### src/rtl/rv_mem_pkg.sv
// Shared RV32I data-memory definitions: funct3 codes, controller states, access legality check.
// Pure declarations; no latency or backpressure of its own.
package rv_mem_pkg;

    localparam logic [2:0] F3_B  = 3'b000;
    localparam logic [2:0] F3_H  = 3'b001;
    localparam logic [2:0] F3_W  = 3'b010;
    localparam logic [2:0] F3_BU = 3'b100;
    localparam logic [2:0] F3_HU = 3'b101;

    typedef enum logic [2:0] {
        ST_IDLE  = 3'd0,
        ST_READ  = 3'd1,
        ST_WAIT  = 3'd2,
        ST_WRITE = 3'd3,
        ST_DONE  = 3'd4
    } mem_state_t;

    // Shared with the hazard unit so both agree on which accesses never reach the SRAM.
    function automatic logic f_mem_fault(
        input logic       is_store,
        input logic [2:0] funct3,
        input logic [1:0] addr_lo
    );
        logic illegal;
        logic misaligned;
        if (is_store)
            illegal = !(funct3 inside {F3_B, F3_H, F3_W});
        else
            illegal = !(funct3 inside {F3_B, F3_H, F3_W, F3_BU, F3_HU});
        misaligned = ((funct3 == F3_H || funct3 == F3_HU) && addr_lo[0])
                   || ((funct3 == F3_W) && (addr_lo != 2'b00));
        return illegal | misaligned;
    endfunction

endpackage

### src/rtl/data_mem_ctrl_if.sv
// Word-wide SRAM port bundle; signal names are from the controller's point of view.
// No byte enables: sub-word writes are the controller's job.
interface data_mem_ctrl_if #(
    parameter int MEM_AW = 10
);
    logic              o_MemEn;
    logic              o_MemWe;
    logic [MEM_AW-1:0] o_MemAddr;
    logic [31:0]       o_MemWData;
    logic [31:0]       i_MemRData;

    modport master (
        output o_MemEn,
        output o_MemWe,
        output o_MemAddr,
        output o_MemWData,
        input  i_MemRData
    );

    modport slave (
        input  o_MemEn,
        input  o_MemWe,
        input  o_MemAddr,
        input  o_MemWData,
        output i_MemRData
    );
endinterface

### src/rtl/mem_load_ext.sv
// Selects the addressed byte/halfword of a loaded word and sign- or zero-extends it.
// Purely combinational, zero latency; no flow control.
module mem_load_ext
    import rv_mem_pkg::*;
(
    input  logic [31:0] i_word,
    input  logic [1:0]  i_addr_lo,
    input  logic [2:0]  i_funct3,
    output logic [31:0] o_result
);

    logic [7:0]  w_byte;
    logic [15:0] w_half;

    always_comb begin
        w_byte = i_word[7:0];
        case (i_addr_lo)
            2'd1:    w_byte = i_word[15:8];
            2'd2:    w_byte = i_word[23:16];
            2'd3:    w_byte = i_word[31:24];
            default: w_byte = i_word[7:0];
        endcase

        w_half = i_addr_lo[1] ? i_word[31:16] : i_word[15:0];

        case (i_funct3)
            F3_B:    o_result = {{24{w_byte[7]}}, w_byte};
            F3_H:    o_result = {{16{w_half[15]}}, w_half};
            F3_BU:   o_result = {24'd0, w_byte};
            F3_HU:   o_result = {16'd0, w_half};
            default: o_result = i_word;
        endcase
    end

endmodule

### src/rtl/data_mem_ctrl.sv
// MEM-stage load/store controller for a word SRAM without byte enables (RMW for sb/sh).
// Latency lw 2+MEM_LAT, sw 2, sb/sh 3+MEM_LAT cycles; holds the pipeline via o_Stall until o_Done.
module data_mem_ctrl
    import rv_mem_pkg::*;
#(
    parameter int MEM_AW  = 10,
    parameter int MEM_LAT = 1
) (
    input  logic                   i_clk,
    input  logic                   i_rst,
    input  logic                   i_MemRead,
    input  logic                   i_MemWrite,
    input  logic [2:0]             i_Funct3,
    input  logic [31:0]            i_Addr,
    input  logic [31:0]            i_WData,
    output logic [31:0]            o_RData,
    output logic                   o_Stall,
    output logic                   o_Done,
    output logic                   o_Fault,
    data_mem_ctrl_if.master        mem_bus
);

    localparam int CW = $clog2(MEM_LAT + 1);

    mem_state_t        r_state;
    mem_state_t        w_next;
    logic [CW-1:0]     r_cnt;
    logic [MEM_AW+1:0] r_addr;
    logic [2:0]        r_funct3;
    logic              r_is_store;
    logic [31:0]       r_wdata;
    logic [31:0]       r_rdata;
    logic              r_done;

    logic              w_req;
    logic              w_is_store;
    logic              w_fault;
    logic              w_accept;
    logic              w_last_wait;
    logic [31:0]       w_load_val;
    logic [31:0]       w_merged;
    logic              w_unused;

    assign w_req       = i_MemRead | i_MemWrite;
    assign w_is_store  = i_MemWrite;
    assign w_fault     = f_mem_fault(w_is_store, i_Funct3, i_Addr[1:0]);
    assign w_last_wait = (r_state == ST_WAIT) && (r_cnt == CW'(1));
    // Address bits above the SRAM window are intentionally dropped.
    assign w_unused    = ^i_Addr[31:MEM_AW+2];

    assign o_RData = r_rdata;
    assign o_Done  = r_done;

    mem_load_ext u_load_ext (
        .i_word    (mem_bus.i_MemRData),
        .i_addr_lo (r_addr[1:0]),
        .i_funct3  (r_funct3),
        .o_result  (w_load_val)
    );

    // Sub-word store: splice the new lane into the word just read back.
    always_comb begin
        w_merged = mem_bus.i_MemRData;
        if (r_funct3 == F3_H) begin
            if (r_addr[1])
                w_merged[31:16] = r_wdata[15:0];
            else
                w_merged[15:0]  = r_wdata[15:0];
        end else begin
            case (r_addr[1:0])
                2'd0:    w_merged[7:0]   = r_wdata[7:0];
                2'd1:    w_merged[15:8]  = r_wdata[7:0];
                2'd2:    w_merged[23:16] = r_wdata[7:0];
                default: w_merged[31:24] = r_wdata[7:0];
            endcase
        end
    end

    always_ff @(posedge i_clk) begin
        if (i_rst)
            r_state <= ST_IDLE;
        else
            r_state <= w_next;
    end

    always_comb begin
        w_next             = r_state;
        w_accept           = 1'b0;
        o_Stall            = 1'b0;
        o_Fault            = 1'b0;
        mem_bus.o_MemEn    = 1'b0;
        mem_bus.o_MemWe    = 1'b0;
        mem_bus.o_MemAddr  = '0;
        mem_bus.o_MemWData = '0;

        case (r_state)
            ST_IDLE: begin
                if (w_req) begin
                    if (w_fault) begin
                        o_Fault = 1'b1;
                    end else begin
                        w_accept = 1'b1;
                        o_Stall  = 1'b1;
                        // Only a full-word store can skip the read.
                        w_next   = (w_is_store && i_Funct3 == F3_W) ? ST_WRITE : ST_READ;
                    end
                end
            end
            ST_READ: begin
                o_Stall           = 1'b1;
                mem_bus.o_MemEn   = 1'b1;
                mem_bus.o_MemAddr = r_addr[MEM_AW+1:2];
                w_next            = ST_WAIT;
            end
            ST_WAIT: begin
                o_Stall = 1'b1;
                if (r_cnt == CW'(1))
                    w_next = r_is_store ? ST_WRITE : ST_DONE;
            end
            ST_WRITE: begin
                o_Stall            = 1'b1;
                mem_bus.o_MemEn    = 1'b1;
                mem_bus.o_MemWe    = 1'b1;
                mem_bus.o_MemAddr  = r_addr[MEM_AW+1:2];
                mem_bus.o_MemWData = r_wdata;
                w_next             = ST_DONE;
            end
            ST_DONE: begin
                w_next = ST_IDLE;
            end
            default: begin
                w_next = ST_IDLE;
            end
        endcase
    end

    always_ff @(posedge i_clk) begin
        if (i_rst) begin
            r_cnt      <= '0;
            r_addr     <= '0;
            r_funct3   <= '0;
            r_is_store <= 1'b0;
            r_wdata    <= '0;
            r_rdata    <= '0;
            r_done     <= 1'b0;
        end else begin
            r_done <= (w_next == ST_DONE);

            if (w_accept) begin
                r_addr     <= i_Addr[MEM_AW+1:0];
                r_funct3   <= i_Funct3;
                r_is_store <= w_is_store;
                r_wdata    <= i_WData;
            end

            if (r_state == ST_READ)
                r_cnt <= CW'(MEM_LAT);
            else if (r_state == ST_WAIT)
                r_cnt <= r_cnt - CW'(1);

            // Read data is valid on the last WAIT cycle only.
            if (w_last_wait) begin
                if (r_is_store)
                    r_wdata <= w_merged;
                else
                    r_rdata <= w_load_val;
            end
        end
    end

endmodule
### src/flat_wrapper.sv
// flat-port wrapper written by rule: the top's interface ports become plain ports
module data_mem_ctrl_flat import rv_mem_pkg::*;
#(
    parameter int MEM_AW  = 10,
    parameter int MEM_LAT = 1
)
  (i_clk, i_rst, i_MemRead, i_MemWrite, i_Funct3, i_Addr, i_WData, o_RData, o_Stall, o_Done, o_Fault, mem_bus_o_MemEn, mem_bus_o_MemWe, mem_bus_o_MemAddr, mem_bus_o_MemWData, mem_bus_i_MemRData);
  data_mem_ctrl_if #(.MEM_AW(MEM_AW)) mem_bus_i ();
  input  logic i_clk;
  input  logic i_rst;
  input  logic i_MemRead;
  input  logic i_MemWrite;
  input  logic [2:0] i_Funct3;
  input  logic [31:0] i_Addr;
  input  logic [31:0] i_WData;
  output logic [31:0] o_RData;
  output logic o_Stall;
  output logic o_Done;
  output logic o_Fault;
  output wire logic [$bits(mem_bus_i.o_MemEn)-1:0] mem_bus_o_MemEn;
  output wire logic [$bits(mem_bus_i.o_MemWe)-1:0] mem_bus_o_MemWe;
  output wire logic [$bits(mem_bus_i.o_MemAddr)-1:0] mem_bus_o_MemAddr;
  output wire logic [$bits(mem_bus_i.o_MemWData)-1:0] mem_bus_o_MemWData;
  input wire logic [$bits(mem_bus_i.i_MemRData)-1:0] mem_bus_i_MemRData;
  assign mem_bus_o_MemEn = mem_bus_i.o_MemEn;
  assign mem_bus_o_MemWe = mem_bus_i.o_MemWe;
  assign mem_bus_o_MemAddr = mem_bus_i.o_MemAddr;
  assign mem_bus_o_MemWData = mem_bus_i.o_MemWData;
  assign mem_bus_i.i_MemRData = mem_bus_i_MemRData;
  data_mem_ctrl #(.MEM_AW(MEM_AW), .MEM_LAT(MEM_LAT)) u_core (.i_clk(i_clk), .i_rst(i_rst), .i_MemRead(i_MemRead), .i_MemWrite(i_MemWrite), .i_Funct3(i_Funct3), .i_Addr(i_Addr), .i_WData(i_WData), .o_RData(o_RData), .o_Stall(o_Stall), .o_Done(o_Done), .o_Fault(o_Fault), .mem_bus(mem_bus_i));
endmodule
### config.mk
export PLATFORM = sky130hd
export DESIGN_NAME = data_mem_ctrl_flat
export DESIGN_NICKNAME = d
export VERILOG_FILES = /design/src/rtl/rv_mem_pkg.sv /design/src/rtl/data_mem_ctrl_if.sv /design/src/rtl/mem_load_ext.sv /design/src/rtl/data_mem_ctrl.sv /design/src/flat_wrapper.sv
export SDC_FILE = /design/constraint.sdc
export NUM_CORES = 1
export LEC_CHECK = 0
export ABC_AREA = 1
export CORE_ASPECT_RATIO = 1.75
export CORE_MARGIN = 1
export CORE_UTILIZATION = 42
export CTS_CLUSTER_DIAMETER = 150
export CTS_CLUSTER_SIZE = 12
export DETAILED_ROUTE_END_ITERATION = 10
export HOLD_SLACK_MARGIN = 0.06
export PLACE_DENSITY = 0.84
export SYNTH_ARGS = -nofsm -noshare
export SYNTH_HDL_FRONTEND = slang
export SYNTH_SLANG_ARGS = --single-unit
### constraint.sdc
create_clock -name i_clk -period 1.36 [get_ports i_clk]
set_input_delay 0.136 -clock i_clk [delete_from_list [all_inputs] [get_ports i_clk]]
set_output_delay 0.136 -clock i_clk [all_outputs]
set_load 0.03 [all_outputs]
==> After elaboration in Yosys (flattened, before gate mapping) <==
Index checks and enable logic that the tools add are counted.
{ "word_totals": {"regBits": 85, "latch_bits": 0, "ram_bits": 0, "rom_bits": 0, "input_bits": 103, "out_inout_bits": 79, "wordCells": 84, "mem_count": 0} }
{ "op_classes": {"addsub": 1, "mul": 0, "div": 0, "n_lt_le_gt_ge": 0, "n_eq_ne": 16, "n_shift": 0, "n_mux": 33, "n_bitwise": 3, "reduce_logical": 21} }
{ "op_table": {"columns": ["operator", "count"], "rows": [
  ["32-bit 2-to-1 mux", 5],
  ["32-bit one-hot mux with 4 select lines", 1],
  ["16-bit 2-to-1 mux", 3],
  ["8-bit 2-to-1 mux", 4],
  ["8-bit one-hot mux with 3 select lines", 1],
  ["3-bit == test (second input constant)", 5],
  ["3-bit 2-to-1 mux", 4],
  ["3-bit one-hot mux with 4 select lines", 1],
  ["1-bit 2-to-1 mux", 11],
  ["10-bit 2-to-1 mux", 1],
  ["3-bit by 1-bit == test with 1-bit output (second input constant)", 3],
  ["3-bit by 2-bit == test with 1-bit output (second input constant)", 3],
  ["3-bit logical NOT", 3],
  ["3-bit OR reduction", 2],
  ["5-bit nonzero test", 1],
  ["2-bit == test (second input constant)", 2],
  ["1-bit logical AND", 4],
  ["4-bit by 3-bit inequality test with 1-bit output (second input constant)", 1],
  ["4-bit inequality test (second input constant)", 1],
  ["2-bit AND reduction", 2],
  ["2-bit nonzero test", 2],
  ["3-bit nonzero test", 1],
  ["2-bit by 1-bit == test with 1-bit output (second input constant)", 1],
  ["1-bit logical NOT", 2],
  ["8 further kinds", 10]
]} }

==> Depth between registers and ports, before layout <==
{ "depth": {"ltp_word": 11, "depth_mapped": 10, "depth_no_buf": 9} }

==> By module <==
From an unflattened synthesis, not the netlist that was laid out.
{ "hier_totals": {"cells_unflattened": 859, "area_unflattened_um2": 5353.9} }
{ "by_module_without_submodules": {"columns": ["mod", "instances", "cells_each", "area_per_inst_um2", "seq_area_each_um2"], "rows": [
  ["data_mem_ctrl", 1, 713, 4591.9, 1701.6],
  ["mem_load_ext", 1, 146, 762.0, 0.0]
]} }

==> Worst setup path before layout <==
No wires, ideal clock.
{ "synth_path": {"path_kind": "register to output", "startpoint": "register u_core.r_state[0]", "endpoint": "output port mem_bus_o_MemWData[10]", "t_arrival_ns": 2.195, "required_ns": 1.224, "path_slack_ns": -0.971, "path_stages_with_launch": 8, "path_buffers": 1, "cell_sequence": "dfxtp_1 > inv_1 > nor2_1 > inv_2 > nor2_1 > inv_2 > buf_2 > nor2_1"} }
{ "synth_between": {"elab_chain_cells": 2} }
{ "synth_rtl": {"columns": ["item", "line_no", "source"], "rows": [
  ["from (decl)", "data_mem_ctrl.sv:25", "mem_state_t r_state;"],
  ["from (signal assigned)", "data_mem_ctrl.sv:83", "r_state <= w_next;"],
  ["3-bit by 2-bit == test with 1-bit output", "data_mem_ctrl.sv:96", "case (r_state)"],
  ["32-bit 2-to-1 mux", "data_mem_ctrl.sv:96", null],
  ["to (decl)", "flat_wrapper.sv:23", "output wire logic [$bits(mem_bus_i.o_MemWData)-1:0] mem_bus_o_MemWData;"]
]} }
Every way passes these cells.

==> Final worst setup path <==
{ "layout_path": {"startpoint": "register u_core.r_state[0]", "endpoint": "register u_core.r_wdata[9]"} }
{ "layout_between": {"elab_chain_cells": 5, "elab_cells_between_ends": 8, "classes_between": "2 x eq/ne; 4 x mux; 2 x reduce/logical"} }
{ "layout_rtl": {"columns": ["item", "line_no", "source"], "rows": [
  ["3-bit logical NOT", "data_mem_ctrl.sv:96", null],
  ["1-bit 2-to-1 mux", "data_mem_ctrl.sv:96", null],
  ["32-bit 2-to-1 mux", "data_mem_ctrl.sv:149", "if (w_accept) begin"],
  ["32-bit 2-to-1 mux", "data_mem_ctrl.sv:163", "if (r_is_store)"],
  ["32-bit 2-to-1 mux", "data_mem_ctrl.sv:162", "if (w_last_wait) begin"],
  ["to (signal assigned)", "data_mem_ctrl.sv:153", "r_wdata <= i_WData;"],
  ["to (signal assigned)", "data_mem_ctrl.sv:164", "r_wdata <= w_merged;"],
  ["to (decl)", "data_mem_ctrl.sv:31", "logic [31:0] r_wdata;"]
]} }
Parallel ways exist; a longest one is shown, timed or not.
A chain may end at the register's enable or synchronous reset.

==> impl_results.md <==
* Status: finished with violations
* Failing checks: setup timing
* Syn_nets at 960
* Total congestion overflow at 0
* Sequential share of the synthesized area at 32.1%
* Placed Area at 7930 um2
* Final Cycle Share at 134%
* CP Launch Type: register
* Setup violators final at roughly 130
* Starting Density at around 43%
* Root Buffer: clkbuf_16
* Layout cells sized above 1 at about two fifths
* Via count at about 7600
* Dpl hpwl at around 14000 um
* P_int at between 5000 and 6000 uW
* Die area at roughly 13000 um2
* Remaining DRCs at 0
* Placed Instances at 1234
* Worst Hold Class: input port to register
* Post-detailed-routing wire length at ~27000 um
* Pin count of the biggest net entering global routing at 34
* Crit path max fanout at 6
* Worst-margin pin slew at approximately 0.40 ns
* Largest stage delay, worst path at between 0.3 and 0.4 ns
* CTS Hold Bufs at 0
* Antenna Violating Nets Remaining at 0
* Pre-antenna DRT Iters at 11
* Max-slew headroom at 73.1%
* Core Area at between 10000 and 15000 um2
* Area grow syn2layout at 87.3%
* Clock Path Buffers at 2
* Switching fraction of total power at between 30% and 40%
* Final Hold Fails at 0
* Die X at 86.9 um
* Arr. time, crit path at around 2 ns
* Flops & latches, synth at between 80 and 90
* Max cap viols at 0
* Synth top area share at 32.1%
* Synthesized area per cell at ~6.2 um2
* Synth warn at 0
* Worst path depth at 9
* Buffers & Inverters on Critical Path at 4
* Commonest cells after routing, fill and taps aside: nand2_1, inv_1, clkdlybuf4s50_1, dfxtp_1, buf_4
* Critical Path Sink Type: register
* CTS tree: yes
* Seq pwr share at about a third
* Gate power share at 32.1%
* WL/cell at between 20 and 25 um
* Mapped Area at 5300 um2
* First-pass GRT wire length at 36900 um
* H-tree depth at 3
* Post-route setup slack at -0.457 ns
* Critical path class: register to register
* Pwr dens at between 800 and 900 nW/um2
* Crit-path cells: buf_6 -> nor2_4 -> buf_6 -> buf_6 -> nand3_4 -> inv_8 -> nand3_2 -> o21ai_0 -> a21oi_2
* Clk sink count at 85
* Syn Inst Count at 857
* Row Count at 54
* Netlist cell types at 30
* GRT Resource Usage Total at between 30% and 40%
* Switching Power at around 2800 uW
* Top post-synthesis cells by area: dfxtp_1, nand2_1, nor2_1
* Hold WS at roughly 0.38 ns
* RSZ-0062 raised after global routing: true
* Vias per inst at ~5.9
* CP max stage cell: o21ai_0
* DIE HEIGHT at ~150 um
* Vias in the first global route at 7180
* Fin cells at between 1000 and 1500
* VDD IR max at 0.823 mV
* Worst skew pair latency at about 0.35 ns
* Crit-path leading delay family: buffers and inverters
* Period minus WS final at 1.82 ns
* Design Area, Final at approximately 9900 um2
* CTS Buf Count at 9
* Global placement routability congestion at 0.958
* Synth area leader: dfxtp_1
* Clk slew on worst S/H paths at around 0.070 ns
* WHS Path Cells at 3
* Most common cell after layout, fill and taps aside: nand2_1
* Fmax at about 0.55 GHz
* R2R cell count at 9
* Crit path top cell by count: buf_6
* Nets at between 1000 and 1500
* Leakage power total at 0.00424 uW
* # IOs at between 150 and 200
* Req. time, crit path at between 1.5 and 2 ns
* Clk_skew at ~0.010 ns
* Initial antenna violation count at 1
* Clk pwr share at between 30% and 40%
* Port Buffers at 161
* Final Max Slew Viols at 0
* Iteration-0 DRC Markers at between 900 and 1000
* Antenna Cells at 0
final timing paths:
path	from	to	slack, ns
setup / recovery	u_core.r_state[0]	u_core.r_wdata[9]	-0.46
hold / removal	i_WData[18]	u_core.r_wdata[18]	0.38
setup reg to reg	u_core.r_state[0]	u_core.r_wdata[9]	-0.46
hold reg to reg	u_core.r_wdata[22]	u_core.r_wdata[22]	0.51
layout make-up:
type                       instances  area, um2
fill                             675       2440
timing repair buffer             306       3350
inverter                         108        425
tap                              168        210
multi-input combinational        609       3900
clock inverter                     6        111
clock buffer                       9        225
sequential                        85       1710
tightest hold or removal path, delay by kind of cell:
family        cells  cell delay, ns
buf+inv           1            0.40
simple gates      2            0.15
kinds of logic (layout without fill, tap and decap cells):
logic type / after synthesis / in the layout / share of synthesized area [%]
AOI/OAI and AO/OA: 190 / 190 / 18.4
buffers and inverters: 164 / 429 / 14.3
DFF: 85 / 85 / 32.1
and+or+nand+nor: 418 / 419 / 35.2
registers in the layout, indices dropped and copies added (netlist names):
signal             count
u_core.r_addr         12
u_core.r_funct3        3
u_core.r_cnt           1
u_core.o_RData        32
u_core.r_is_store      1
u_core.r_state         3
u_core.o_Done          1
u_core.r_wdata        32
cells in the mapped netlist:
library cell and instances:
a21oi_1 65, buf_2 24, buf_4 9, buf_6 10
clkbuf_1 13, dfxtp_1 85, inv_1 99, inv_2 8
inv_4 1, nand2_1 162, nand2_2 7, nand2_4 1
nand3_1 39, nand3_2 2, nand3_4 2, nand3b_1 10
nand4_1 7, nand4_4 1, nor2_1 152, nor2_2 2
nor2_4 2, nor3_1 14, nor3_2 8, nor3b_1 1
o211ai_1 10, o21ai_0 75, o21ai_1 40, or2_0 6
or2_1 1, or2_2 1
power groups by stage:
stage	combinational (uW)	sequential (uW)	clock (uW)
global route	2830	2790	2970
finish	2700	2790	2910
floorplan	1130	2810	0
CTS	2350	2760	2850
global placement	1940	2810	0
detailed placement	1970	2810	0
layer usage:
metal | wire [um] | GRT usage (%)
met5 | 0 | 0
met4 | 2920 | 34.3
met3 | 2770 | 9.10
met2 | 13200 | 64.2
met1 | 8040 | 37.4
per-stage QoR:
| step | util (%) | setup slack, ns | power (uW) | TNS [ns] |
|---|---|---|---|---|
| 2_1_floorplan | - | -0.220 | 3930 | -7.61 |
| 3_3_place_gp | 64.2 | -0.250 | 4750 | -15.92 |
| 3_5_place_dp | 64.2 | -0.303 | 4790 | -19.29 |
| 4_1_cts | 76.1 | -0.314 | 7960 | -27.33 |
| 5_1_grt | 80.3 | -0.559 | 8590 | -47.17 |
| 6_report | 80.3 | -0.457 | 8390 | -41.82 |
repair_timing:
action | 4_1_cts | 5_1_grt
pin swaps | 51 | 36
endpoints found under the setup margin | 157 | 129
buffers inserted | 26 | 7
gates cloned | 11 | 5
gates resized for setup | 250 | 131
(Power assumes the default switching activity.)
